File: src/rtl/regfiletmp_ctrl_if.sv
// regfiletmp_ctrl_if: dispatch/completion/flush/temp-file/commit signal bundle
// Ports (slave = controller view):
//   dispatch : disp_valid, disp_rd, disp_pc, disp_type in; disp_ready, disp_tag out
//   complete : cmp_valid, cmp_tag, cmp_data in
//   flush    : flush_valid, flush_tag in
//   temp file: rf_data_in, rf_waddr, rf_new_entry, rf_update_entry, rf_rd_addr1 out; rf_data_out1 in
//   commit   : cmt_valid, cmt_rd, cmt_pc, cmt_type, cmt_data out; cmt_ready in
interface regfiletmp_ctrl_if #(parameter int AW = 5);
  logic          disp_valid;
  logic          disp_ready;
  logic [3:0]    disp_rd;
  logic [32:0]   disp_pc;
  logic [1:0]    disp_type;
  logic [AW-1:0] disp_tag;
  logic          cmp_valid;
  logic [AW-1:0] cmp_tag;
  logic          cmp_data;
  logic          flush_valid;
  logic [AW-1:0] flush_tag;
  logic [41:0]   rf_data_in;
  logic [AW-1:0] rf_waddr;
  logic          rf_new_entry;
  logic          rf_update_entry;
  logic [AW-1:0] rf_rd_addr1;
  logic [41:0]   rf_data_out1;
  logic          cmt_valid;
  logic          cmt_ready;
  logic [3:0]    cmt_rd;
  logic [32:0]   cmt_pc;
  logic [1:0]    cmt_type;
  logic          cmt_data;
  modport slave (
    input  disp_valid, disp_rd, disp_pc, disp_type,
    output disp_ready, disp_tag,
    input  cmp_valid, cmp_tag, cmp_data,
    input  flush_valid, flush_tag,
    output rf_data_in, rf_waddr, rf_new_entry, rf_update_entry, rf_rd_addr1,
    input  rf_data_out1,
    output cmt_valid, cmt_rd, cmt_pc, cmt_type, cmt_data,
    input  cmt_ready
  );
  modport master (
    output disp_valid, disp_rd, disp_pc, disp_type,
    input  disp_ready, disp_tag,
    output cmp_valid, cmp_tag, cmp_data,
    output flush_valid, flush_tag,
    input  rf_data_in, rf_waddr, rf_new_entry, rf_update_entry, rf_rd_addr1,
    output rf_data_out1,
    input  cmt_valid, cmt_rd, cmt_pc, cmt_type, cmt_data,
    output cmt_ready
  );
endinterface

File: src/rtl/regfiletmp_ctrl.sv
// regfiletmp_ctrl: circular-buffer allocation, completion and in-order commit for the temporary register file
// Ports:
//   clock, reset : clock and asynchronous active-high reset
//   bus          : regfiletmp_ctrl_if.slave (dispatch, completion, flush, temp-file port, commit)
//   o_stall_cnt  : dispatch stall counter
// Optional feature: define REGFILETMP_CTRL_STALL_CNT_EN to build the saturating stall counter;
// otherwise o_stall_cnt is tied to 0.
// Entry layout: rd[41:38] pc[37:5] type[4:3] spec_data[2] spec_valid[1] valid[0]
module regfiletmp_ctrl #(
  parameter int DEPTH = 32,
  parameter int AW    = 5
) (
  input  logic                 clock,
  input  logic                 reset,
  regfiletmp_ctrl_if.slave     bus,
  output logic [15:0]          o_stall_cnt
);
  localparam logic [AW:0] FULL = (AW+1)'(DEPTH);
  logic [AW-1:0] r_head;
  logic [AW-1:0] r_tail;
  logic [AW:0]   r_count;
  logic [AW-1:0] w_head_n;
  logic [AW-1:0] w_tail_n;
  logic [AW:0]   w_count_n;
  logic [AW-1:0] w_off;
  logic          w_ready;
  logic          w_fire;
  logic          w_cmt_valid;
  logic          w_commit;
  logic          w_flush_hit;
  // Completion owns the single write port, so dispatch backs off whenever one is present.
  assign w_ready     = (r_count != FULL) && !bus.cmp_valid && !bus.flush_valid;
  assign w_fire      = bus.disp_valid && w_ready;
  assign w_cmt_valid = (r_count != '0) && bus.rf_data_out1[0] && bus.rf_data_out1[1];
  assign w_commit    = w_cmt_valid && bus.cmt_ready;
  // Distance of the surviving tag from head; only tags inside the live window rewind the tail.
  assign w_off       = bus.flush_tag - r_head;
  assign w_flush_hit = bus.flush_valid && (r_count != '0) && ({1'b0, w_off} < r_count);
  assign bus.disp_ready      = w_ready;
  assign bus.disp_tag        = r_tail;
  assign bus.rf_rd_addr1     = r_head;
  assign bus.rf_new_entry    = w_fire;
  assign bus.rf_update_entry = bus.cmp_valid;
  assign bus.rf_waddr        = bus.cmp_valid ? bus.cmp_tag : r_tail;
  assign bus.rf_data_in      = bus.cmp_valid ? {39'b0, bus.cmp_data, 2'b10} :
                               w_fire        ? {bus.disp_rd, bus.disp_pc, bus.disp_type, 3'b001} :
                                               42'b0;
  assign bus.cmt_valid = w_cmt_valid;
  assign bus.cmt_rd    = bus.rf_data_out1[41:38];
  assign bus.cmt_pc    = bus.rf_data_out1[37:5];
  assign bus.cmt_type  = bus.rf_data_out1[4:3];
  assign bus.cmt_data  = bus.rf_data_out1[2];
  // A commit alongside a flush has already retired the head, so the survivor count drops by one.
  always_comb begin
    w_head_n  = w_commit ? r_head + 1'b1 : r_head;
    w_tail_n  = w_flush_hit ? bus.flush_tag + 1'b1 : w_fire ? r_tail + 1'b1 : r_tail;
    w_count_n = w_flush_hit ? (w_commit ? {1'b0, w_off} : {1'b0, w_off} + 1'b1) :
                r_count + {{AW{1'b0}}, w_fire} - {{AW{1'b0}}, w_commit};
  end
  always_ff @(posedge clock or posedge reset) begin
    if (reset) begin
      r_head  <= '0;
      r_tail  <= '0;
      r_count <= '0;
    end else begin
      r_head  <= w_head_n;
      r_tail  <= w_tail_n;
      r_count <= w_count_n;
    end
  end
`ifdef REGFILETMP_CTRL_STALL_CNT_EN
  logic [15:0] r_stall_cnt;
  logic        w_stall;
  assign w_stall = bus.disp_valid && !w_ready;
  always_ff @(posedge clock or posedge reset) begin
    if (reset) r_stall_cnt <= '0;
    else if (w_stall && r_stall_cnt != 16'hFFFF) r_stall_cnt <= r_stall_cnt + 16'd1;
  end
  assign o_stall_cnt = r_stall_cnt;
`else
  assign o_stall_cnt = 16'd0;
`endif
endmodule
File: src/flat_wrapper.sv
// flat-port wrapper written by rule: the top's interface ports become plain ports
module regfiletmp_ctrl_flat 
#(
  parameter int DEPTH = 32,
  parameter int AW    = 5
)
  (clock, reset, o_stall_cnt, bus_disp_valid, bus_disp_rd, bus_disp_pc, bus_disp_type, bus_disp_ready, bus_disp_tag, bus_cmp_valid, bus_cmp_tag, bus_cmp_data, bus_flush_valid, bus_flush_tag, bus_rf_data_in, bus_rf_waddr, bus_rf_new_entry, bus_rf_update_entry, bus_rf_rd_addr1, bus_rf_data_out1, bus_cmt_valid, bus_cmt_rd, bus_cmt_pc, bus_cmt_type, bus_cmt_data, bus_cmt_ready);
  regfiletmp_ctrl_if #(.AW(AW)) bus_i ();
  input  logic clock;
  input  logic reset;
  output logic [15:0] o_stall_cnt;
  input wire logic [$bits(bus_i.disp_valid)-1:0] bus_disp_valid;
  input wire logic [$bits(bus_i.disp_rd)-1:0] bus_disp_rd;
  input wire logic [$bits(bus_i.disp_pc)-1:0] bus_disp_pc;
  input wire logic [$bits(bus_i.disp_type)-1:0] bus_disp_type;
  output wire logic [$bits(bus_i.disp_ready)-1:0] bus_disp_ready;
  output wire logic [$bits(bus_i.disp_tag)-1:0] bus_disp_tag;
  input wire logic [$bits(bus_i.cmp_valid)-1:0] bus_cmp_valid;
  input wire logic [$bits(bus_i.cmp_tag)-1:0] bus_cmp_tag;
  input wire logic [$bits(bus_i.cmp_data)-1:0] bus_cmp_data;
  input wire logic [$bits(bus_i.flush_valid)-1:0] bus_flush_valid;
  input wire logic [$bits(bus_i.flush_tag)-1:0] bus_flush_tag;
  output wire logic [$bits(bus_i.rf_data_in)-1:0] bus_rf_data_in;
  output wire logic [$bits(bus_i.rf_waddr)-1:0] bus_rf_waddr;
  output wire logic [$bits(bus_i.rf_new_entry)-1:0] bus_rf_new_entry;
  output wire logic [$bits(bus_i.rf_update_entry)-1:0] bus_rf_update_entry;
  output wire logic [$bits(bus_i.rf_rd_addr1)-1:0] bus_rf_rd_addr1;
  input wire logic [$bits(bus_i.rf_data_out1)-1:0] bus_rf_data_out1;
  output wire logic [$bits(bus_i.cmt_valid)-1:0] bus_cmt_valid;
  output wire logic [$bits(bus_i.cmt_rd)-1:0] bus_cmt_rd;
  output wire logic [$bits(bus_i.cmt_pc)-1:0] bus_cmt_pc;
  output wire logic [$bits(bus_i.cmt_type)-1:0] bus_cmt_type;
  output wire logic [$bits(bus_i.cmt_data)-1:0] bus_cmt_data;
  input wire logic [$bits(bus_i.cmt_ready)-1:0] bus_cmt_ready;
  assign bus_i.disp_valid = bus_disp_valid;
  assign bus_i.disp_rd = bus_disp_rd;
  assign bus_i.disp_pc = bus_disp_pc;
  assign bus_i.disp_type = bus_disp_type;
  assign bus_disp_ready = bus_i.disp_ready;
  assign bus_disp_tag = bus_i.disp_tag;
  assign bus_i.cmp_valid = bus_cmp_valid;
  assign bus_i.cmp_tag = bus_cmp_tag;
  assign bus_i.cmp_data = bus_cmp_data;
  assign bus_i.flush_valid = bus_flush_valid;
  assign bus_i.flush_tag = bus_flush_tag;
  assign bus_rf_data_in = bus_i.rf_data_in;
  assign bus_rf_waddr = bus_i.rf_waddr;
  assign bus_rf_new_entry = bus_i.rf_new_entry;
  assign bus_rf_update_entry = bus_i.rf_update_entry;
  assign bus_rf_rd_addr1 = bus_i.rf_rd_addr1;
  assign bus_i.rf_data_out1 = bus_rf_data_out1;
  assign bus_cmt_valid = bus_i.cmt_valid;
  assign bus_cmt_rd = bus_i.cmt_rd;
  assign bus_cmt_pc = bus_i.cmt_pc;
  assign bus_cmt_type = bus_i.cmt_type;
  assign bus_cmt_data = bus_i.cmt_data;
  assign bus_i.cmt_ready = bus_cmt_ready;
  regfiletmp_ctrl #(.DEPTH(DEPTH), .AW(AW)) u_core (.clock(clock), .reset(reset), .bus(bus_i), .o_stall_cnt(o_stall_cnt));
endmodule
File: config.mk
export PLATFORM = sky130hd
export DESIGN_NAME = regfiletmp_ctrl_flat
export DESIGN_NICKNAME = d
export VERILOG_FILES = /design/src/rtl/regfiletmp_ctrl_if.sv /design/src/rtl/regfiletmp_ctrl.sv /design/src/flat_wrapper.sv
export SDC_FILE = /design/constraint.sdc
export NUM_CORES = 1
export LEC_CHECK = 0
export BUFFER_PORTS_ARGS = -buffer_cell sky130_fd_sc_hd__buf_2
export CORE_AREA = 2 2 83 85
export CTS_CLUSTER_DIAMETER = 150
export DETAILED_ROUTE_END_ITERATION = 6
export DIE_AREA = 0 0 85 87
export PLACE_DENSITY = 0.76
export SETUP_SLACK_MARGIN = 0.3
export SLEW_MARGIN = 20
export SYNTH_ARGS = -nofsm -noshare
export SYNTH_HDL_FRONTEND = slang
export SYNTH_SLANG_ARGS = --single-unit
File: constraint.sdc
create_clock -name clock -period 3.83 [get_ports clock]
set_input_delay 0.766 -clock clock [delete_from_list [all_inputs] [get_ports clock]]
set_output_delay 0.766 -clock clock [all_outputs]
set_load 0.02 [all_outputs]
# Word level (Yosys, flattened, before mapping)

Index checks and enable logic that the tools add are counted.
Widths: inputs -> output; s select.

Flip-flop bits (word level): 16
Input port bits: 98
Output and inout bits: 117
Logic and storage cells: 31

Add/subtract/negate cells: 7
Order comparisons: 1
Eq/ne operators: 1
Mux-type cells: 7
Reduce and logical (&&, ||, !) cells: 12

Operators with widths:

| cell                | count |
|---|---|
| $mux 42             | 2 |
| $add 5x1->5 const B | 3 |
| $mux 5              | 3 |
| $mux 6              | 2 |
| $logic_and 1x1->1   | 8 |
| $add 5x1->6 const B | 1 |
| $add 6x1->6         | 1 |
| $lt 5x6->1          | 1 |
| $ne 6x6->1 const B  | 1 |
| $reduce_bool 6->1   | 1 |
| $sub 6x1->6         | 1 |
| $sub 5x5->5         | 1 |
| $logic_not 1->1     | 2 |
| $reduce_bool 2->1   | 1 |

# Logic depth before layout (Yosys ltp)

Gate-level depths: netlist (run 1).

Depth after elaboration: 7
Depth in mapped cells: 18

# Worst setup path before layout (run 1)

OpenSTA, ideal clock, no wires.

Kind: input to register
Start: in bus_flush_tag[0]
End: reg u_core.r_tail[4] (netlist: u_core.bus.disp_tag[4])
Setup time: 0.119 ns
Arrival: 3.725 ns
Data required time: 3.711 ns
Path slack: -0.014 ns
Stages: 16
Path buffers: 1
Path through: inv_1 ha_1 inv_1 fa_1 a21o_1 a21oi_1 xnor2_1 ha_1 and3_1 a211oi_1 buf_4 mux2_2 ha_1 nand4_1 xor2_1 o21ai_2

Cells in the longest elaborated chain, start to end: 4

RTL lines:

| element                                            | RTL line              | source |
|---|---|---|
| from (decl)                                        | flat_wrapper.sv:22    | `input wire logic [$bits(bus_i.flush_tag)-1:0] bus_flush_tag;` |
| $sub 5x5->5                                        | regfiletmp_ctrl.sv:37 | `assign w_off = bus.flush_tag - r_head;` |
| $lt 5x6->1                                         | regfiletmp_ctrl.sv:38 | `assign w_flush_hit = bus.flush_valid && (r_count != '0) && ({1'b0, w_off} < r_count);` |
| $logic_and 1x1->1                                  | regfiletmp_ctrl.sv:38 |  |
| $mux 5 / $reduce_bool 2->1 (equally long branches) | n/a                   |  |
| to (signal assigned)                               | regfiletmp_ctrl.sv:67 | `r_tail <= w_tail_n;` |
| to (decl)                                          | regfiletmp_ctrl.sv:20 | `logic [AW-1:0] r_tail;` |

Parallel ways exist; a longest one is shown, timed or not.
A chain may end at the register's enable or synchronous reset.

# Worst setup path after layout (run 1)

Ends and elaborated chain as after synthesis.

==> flow_metrics.tcl, run 1 <==
set metrics [dict create \
    syn-cell-area_sq_um 2200 \
    slew_headroom_pct 58.2 \
    tightest_slew_ns 0.626 \
    grt_use_total_pct 13.6 \
    clock.fmax_mhz 293 \
    vdd_drop_max_v 0.000556 \
    synth-seq-cells 16 \
    core_area_sq_um 6570 \
    synth_ff_type "dfrtp_1" \
    synth.yosys.seq_area_share_pct 18.2 \
    maxCapViolCount 0 \
    clock-root-buffer "clkbuf_8" \
    hold_viol_final 0 \
    h-tree-depth 1 \
    cts_sinks 16 \
    rows 30 \
    crit_path_max_fanout 4 \
    nFillCells 648 \
    antenna_left 0 \
    critPathRequiredTime_ns 3.97 \
    slew_violations 0 \
    netlist_instances 261 \
    setup.worst_path.start_class "input pin" \
    design_area_sq_um 2680 \
    grt_pass1_wl_um 8220 \
    min_period_over_period_pct 89.2 \
    wl_um 5680 \
    die_h_um 87 \
    io_buffers 118 \
    clk_latency_ns 0.25 \
    worstPathCellList "buf_6, inv_12, ha_4, inv_2, fa_2, a21o_1, a21oi_2, xnor2_2, ha_1, a21oi_2, o21ai_2, a211oi_2, buf_4, mux2_4, ha_4, nand4_1, xor2_1, o21ai_2" \
    yosysTopAreaCell "buf_4" \
    setup_violations 0 \
    area_delta_synth_final_pct 21.9 \
    netlist_top_cells_area "buf_4, dfrtp_1, and2_1, ha_1, xnor2_1" \
    firstDrtPassIters 4 \
    synth_enable_flop_cells 0 \
    syn_avg_cell_area_sq_um 8.43 \
    worstPathArrival_ns 3.56 \
    seqCellArea_sq_um 400 \
    cpPeakStageDelay_ns 0.35 \
    synth_common_cells "buf_4, and2_1, ha_1, inv_1, dfrtp_1" \
    synthDistinctLibCells 38 \
    initial_utilization_pct 33.5 \
    synth_top_area_share_pct 20.5 \
    endpoint_kind "flop" \
    holdCritPathClass "flop to flop" \
    fin_cells 422 \
    status "completed" \
    clock_skew_ns 0.000841 \
    tritoncts "done" \
    vias_per_cell 4.64 \
    yosysWarningCount 0 \
    dpl.hpwl_um 4580 \
    die_width_um 85 \
    power.density_nw_per_um2 716 \
    dp.cells 413 \
    vias 1960 \
    multi_input_comb_area_sq_um 1380 \
    n_antenna_cell 0 \
    grt_start_max_net_pins 46 \
    drive_gt1_share_pct 45.6 \
    die_area_sq_um 7400 \
    p_leak_nw 1.46 \
    grt_pass1_vias 1784 \
    fin_crit_ns 3.42 \
    cts_buffers 3 \
    clock_path_buffers 2 \
    placed_area_sq_um 2570 \
    wire_per_inst_um 13.5 \
    nNetsFinal 463 \
    final_core_util_pct 40.8 \
    cts.reportedPaths.clkPinSlew_ns 0.06 \
    synth.most_common_cell "buf_4" \
    route.detailed.drc 0 \
    grt_remaining_overflow 0 \
    io-pin-count 215 \
    synth-async-reset-ratio_pct 100 \
    criticalPathCategory "input pin to flop" \
    globalplace.congestion 0.835 \
    antenna_found_initial 0 \
    rsz0062_at_grt "yes" \
    critPathSlowestCell "ha_1" \
    dr.first_iter.drc_count 27 \
]
power by group:
part	switching (mW)	internal [mW]	total [mW]
registers	0.101	0.261	0.362
logic	0.753	0.656	1.41
clock network	0.0597	0.0913	0.151
total	0.913	1.01	1.92
registers in the layout (all words and copies together), names as in the netlist:
register / cells
u_core.bus.rf_rd_addr1: 5
u_core.bus.disp_tag: 5
u_core.r_count: 6
cell usage in the layout (no fill, tap or decap), types with 2 or more instances in the layout:
master / count
ha_1: 18
clkbuf_8: 4
buf_2: 117
mux2_2: 6
nand3_1: 3
a21o_1: 2
nand2_1: 9
nand4_1: 4
a21oi_2: 2
o21ai_2: 3
a21oi_1: 9
and2_1: 41
nor2_1: 8
mux2i_1: 4
ha_4: 2
xor2_1: 10
inv_1: 16
buf_4: 9
dfrtp_1: 16
conb_1: 16
o21ai_0: 5
nand3b_1: 2
xnor2_1: 10
mux2_4: 2
stage by stage:
step / setup WS (ns) / hold slack (ns) / setup TNS [ns] / total power, mW
3_3_place_gp: 0.0360 / 0.530 / 0 / 1.62
6_report: 0.415 / 0.552 / 0 / 1.92
3_5_place_dp: -0.0829 / 0.540 / -0.122 / 1.68
2_1_floorplan: 0.272 / 0.617 / 0 / 1.41
5_1_grt: 0.267 / 0.585 / 0 / 2.09
4_1_cts: 0.314 / 0.554 / 0 / 1.87
area by class of cell:
cell class | instances | area share (%)
multi-input cells | 177 | 51.5
repair buffers | 127 | 24.8
flip-flops and latches | 16 | 14.9
well taps | 80 | 3.73
inverters | 18 | 2.99
clock buffers | 4 | 2.05
kinds of logic (layout without fill, tap and decap cells):
logic type	Yosys count	in the layout	share of synthesized area, %
AOI/OAI and AO/OA	30	30	9.39
other	1	16	0.170
muxes	12	12	5.92
xor gates and xnor gates	21	21	8.36
buffers and inverters	83	149	24.5
DFF	16	16	18.2
adders and majority gates	22	22	13.2
and+or+nand+nor	76	76	20.3
path summary, 6_finish.rpt:
kind,startpoint,end,slack [ns],cells after the start
worst max register to register,u_core.bus.rf_rd_addr1[0],u_core.bus.disp_tag[4],0.55,16
worst max-delay path,bus_flush_tag[0],u_core.bus.disp_tag[4],0.41,18
worst min-delay path,u_core.bus.rf_rd_addr1[3],u_core.bus.rf_rd_addr1[3],0.55,1
min in group asynchronous,reset,u_core.bus.disp_tag[3],0.59,2
worst min register to register,u_core.bus.rf_rd_addr1[3],u_core.bus.rf_rd_addr1[3],0.55,1
max in group asynchronous,reset,u_core.r_count[2],2.84,2
metal layers:
metal  GRT usage, %  wire (um)  vias up
met4           6.49        164        0
met5              0          0        -
li1               -          -      947
met1           17.3       2250      904
met2           22.2       2830       85
met3           2.65        441       24
critical path, delay by kind of cell:
family	cells	cell delay (ns)
fa+ha+maj	4	0.97
buf+inv	4	0.35
xor+xnor	2	0.28
simple gates	1	0.10
compound gates	6	0.76
mux	1	0.31
timing repair:
item	CTS	global route
setup endpoints to repair	3	3
pin swaps	9	7
gates resized for setup	2	3
hold buffers	0	0
endpoints found under the hold margin	0	0
setup buffers	3	2
Note: power is estimated with default switching activity, not from simulation.
==> run 2, diff against run 1 <==
--- a/config.mk
+++ b/config.mk
@@ -10,7 +10,7 @@
 export CTS_CLUSTER_DIAMETER = 150
 export DETAILED_ROUTE_END_ITERATION = 6
 export DIE_AREA = 0 0 85 87
-export PLACE_DENSITY = 0.76
+export PLACE_DENSITY = 0.85
 export SETUP_SLACK_MARGIN = 0.3
 export SLEW_MARGIN = 20
 export SYNTH_ARGS = -nofsm -noshare
==> constraint.sdc (replaced) <==
create_clock -name clock -period 3.83 [get_ports clock]
set_input_delay 0.766 -clock clock [delete_from_list [all_inputs] [get_ports clock]]
set_output_delay 0.766 -clock clock [all_outputs]
set_load 0.01 [all_outputs]
==> flow_metrics.tcl, run 2 (synthesis results as in run 1) <==
set metrics [dict create \
    clock.fmax_mhz 289 \
    die_h_um 87 \
    combinationalPowerShare_pct 71.9 \
    grt_remaining_overflow 0 \
    clock_path_buffers 2 \
    grtUsageMet3_pct 3.13 \
    drive_gt1_share_pct 45.0 \
    p_sw_share_pct 46.2 \
    worst_slack_ns 0.375 \
    critPathSlowestCell "fa_2" \
    maxCapViolCount 0 \
    initial_utilization_pct 33.5 \
    antenna_found_initial 0 \
    dpl.hpwl_um 4830 \
    holdCritPathClass "flop to flop" \
    tritoncts "done" \
    io_buffers 118 \
    cts_buffers 3 \
    route.detailed.drc 0 \
    core_area_sq_um 6570 \
    nFillCells 636 \
    hold_viol_final 0 \
    nNetsFinal 461 \
    dpl_worst_slack_ns -0.0767 \
    h-tree-depth 1 \
    worstPathArrival_ns 3.60 \
    grt_pass1_vias 1819 \
    cpPeakStageDelay_ns 0.36 \
    cts_sinks 16 \
    use_met1_pct 18.0 \
    use_met2_pct 25.0 \
    grt_pass1_wl_um 8850 \
    final_core_util_pct 40.7 \
    firstDrtPassIters 4 \
    tightest_slew_ns 0.655 \
    final_common_cell "buf_2" \
    power.density_nw_per_um2 682 \
    crit_path_max_fanout 4 \
    dr.first_iter.drc_count 36 \
    io-pin-count 215 \
    wl_um 5910 \
    timing.hold.ws_ns 0.546 \
    wire_per_inst_um 14.1 \
    holdBufCountCts 0 \
    fin_crit_ns 3.46 \
    p_leak_nw 1.45 \
    globalplace.congestion 0.854 \
    clk_latency_ns 0.25 \
    largest_reg_flops 6 \
    grt_start_max_net_pins 46 \
    endpoint_kind "flop" \
    setup_violations 0 \
    min_period_over_period_pct 90.2 \
    tns_ns 0 \
    slew_violations 0 \
    clock-root-buffer "clkbuf_8" \
    area_delta_synth_final_pct 21.5 \
    max_flop_register "u_core.r_count" \
    design_area_sq_um 2670 \
    slew_headroom_pct 56.3 \
    power.switching_mw 0.842 \
    rsz0062_at_grt "yes" \
    grt_use_total_pct 14.8 \
    vias_per_cell 4.63 \
    rows 30 \
    die_width_um 85 \
    vias 1944 \
    p_clk_share_pct 8.4 \
    critPathRequiredTime_ns 3.97 \
    n_antenna_cell 0 \
    worstPathCellList "buf_12, inv_12, ha_4, inv_4, fa_2, a21o_1, a21oi_2, xnor2_2, ha_1, a21oi_2, o21ai_2, a211oi_2, buf_4, mux2_4, ha_4, nand4_1, xor2_1, o21ai_2" \
    antenna_left 0 \
    vdd_drop_max_v 0.000572 \
    setup.worst_path.start_class "input pin" \
    grt_busiest_layer "met2" \
    die_area_sq_um 7400 \
    p_seq_share_pct 19.7 \
    internal_power_mw 0.982 \
    final_cell_mix "buf_2, and2_1, ha_1" \
    clock_skew_ns 0.00112 \
    criticalPathCategory "input pin to flop" \
    placed_area_sq_um 2560 \
    cts.reportedPaths.clkPinSlew_ns 0.06 \
    status "completed" \
]
-- run 2: cell count changes in the layout (fill, tap and decap cells not counted) --
cell     before  now
buf_4         9    7
buf_12        0    1
buf_6         1    0
inv_2         1    0
inv_4         0    1
nand3_1       3    4
nand3_2       1    0
-- run 2: area by class of cell --
| cell class | count | area, sq um | share of cell area (%) |
|---|---|---|---|
| well taps | 80 | 100 | 3.75 |
| flip-flops and latches | 16 | 400 | 15.0 |
| repair buffers | 125 | 658 | 24.6 |
| inverters | 18 | 82.6 | 3.09 |
| clock buffers | 4 | 55.1 | 2.06 |
| multi-input cells | 177 | 1380 | 51.5 |
-- run 2: power by group through the flow --
stage / sequential (mW) / combinational, mW / clock [mW]
floorplan: 0.362 / 0.964 / 0
global placement: 0.358 / 1.17 / 0
detailed placement: 0.361 / 1.24 / 0
CTS: 0.360 / 1.29 / 0.155
global route: 0.374 / 1.46 / 0.160
finish: 0.360 / 1.31 / 0.153
-- run 2: critical path: cells and delay by family --
family          cells  cell delay [ns]
mux                 1             0.31
compound gates      6             0.78
buf+inv             4             0.34
simple gates        1             0.10
xor+xnor            2             0.28
fa+ha+maj           4             1.01
-- run 2: final timing paths --
kind	start	endpoint	slack, ns	depth (start not counted)
max	bus_flush_tag[0]	u_core.bus.disp_tag[4]	0.37	18
min	u_core.bus.rf_rd_addr1[4]	u_core.bus.rf_rd_addr1[4]	0.55	1
max reg2reg	u_core.bus.rf_rd_addr1[0]	u_core.bus.disp_tag[4]	0.51	16
min reg2reg	u_core.bus.rf_rd_addr1[4]	u_core.bus.rf_rd_addr1[4]	0.55	1
max in group asynchronous	reset	u_core.r_count[4]	2.82	2
min in group asynchronous	reset	u_core.bus.disp_tag[0]	0.59	2
-- run 2: layer usage --
layer  up-vias  wire length [um]
met5         -                 0
li1        937                 -
met1       889              2400
met4         0               197
met3        25               446
met2        93              2870
-- run 2: repair_timing --
item,in CTS,in global routing
buffers inserted,3,1
gates resized for setup,2,5
setup endpoints to repair,3,3
pin swaps,8,11
-- run 2: stage by stage --
stage,instances,power (mW)
floorplan,276,1.33
global placement,412,1.52
detailed placement,412,1.60
CTS,419,1.80
global route,420,1.99
finish,420,1.82
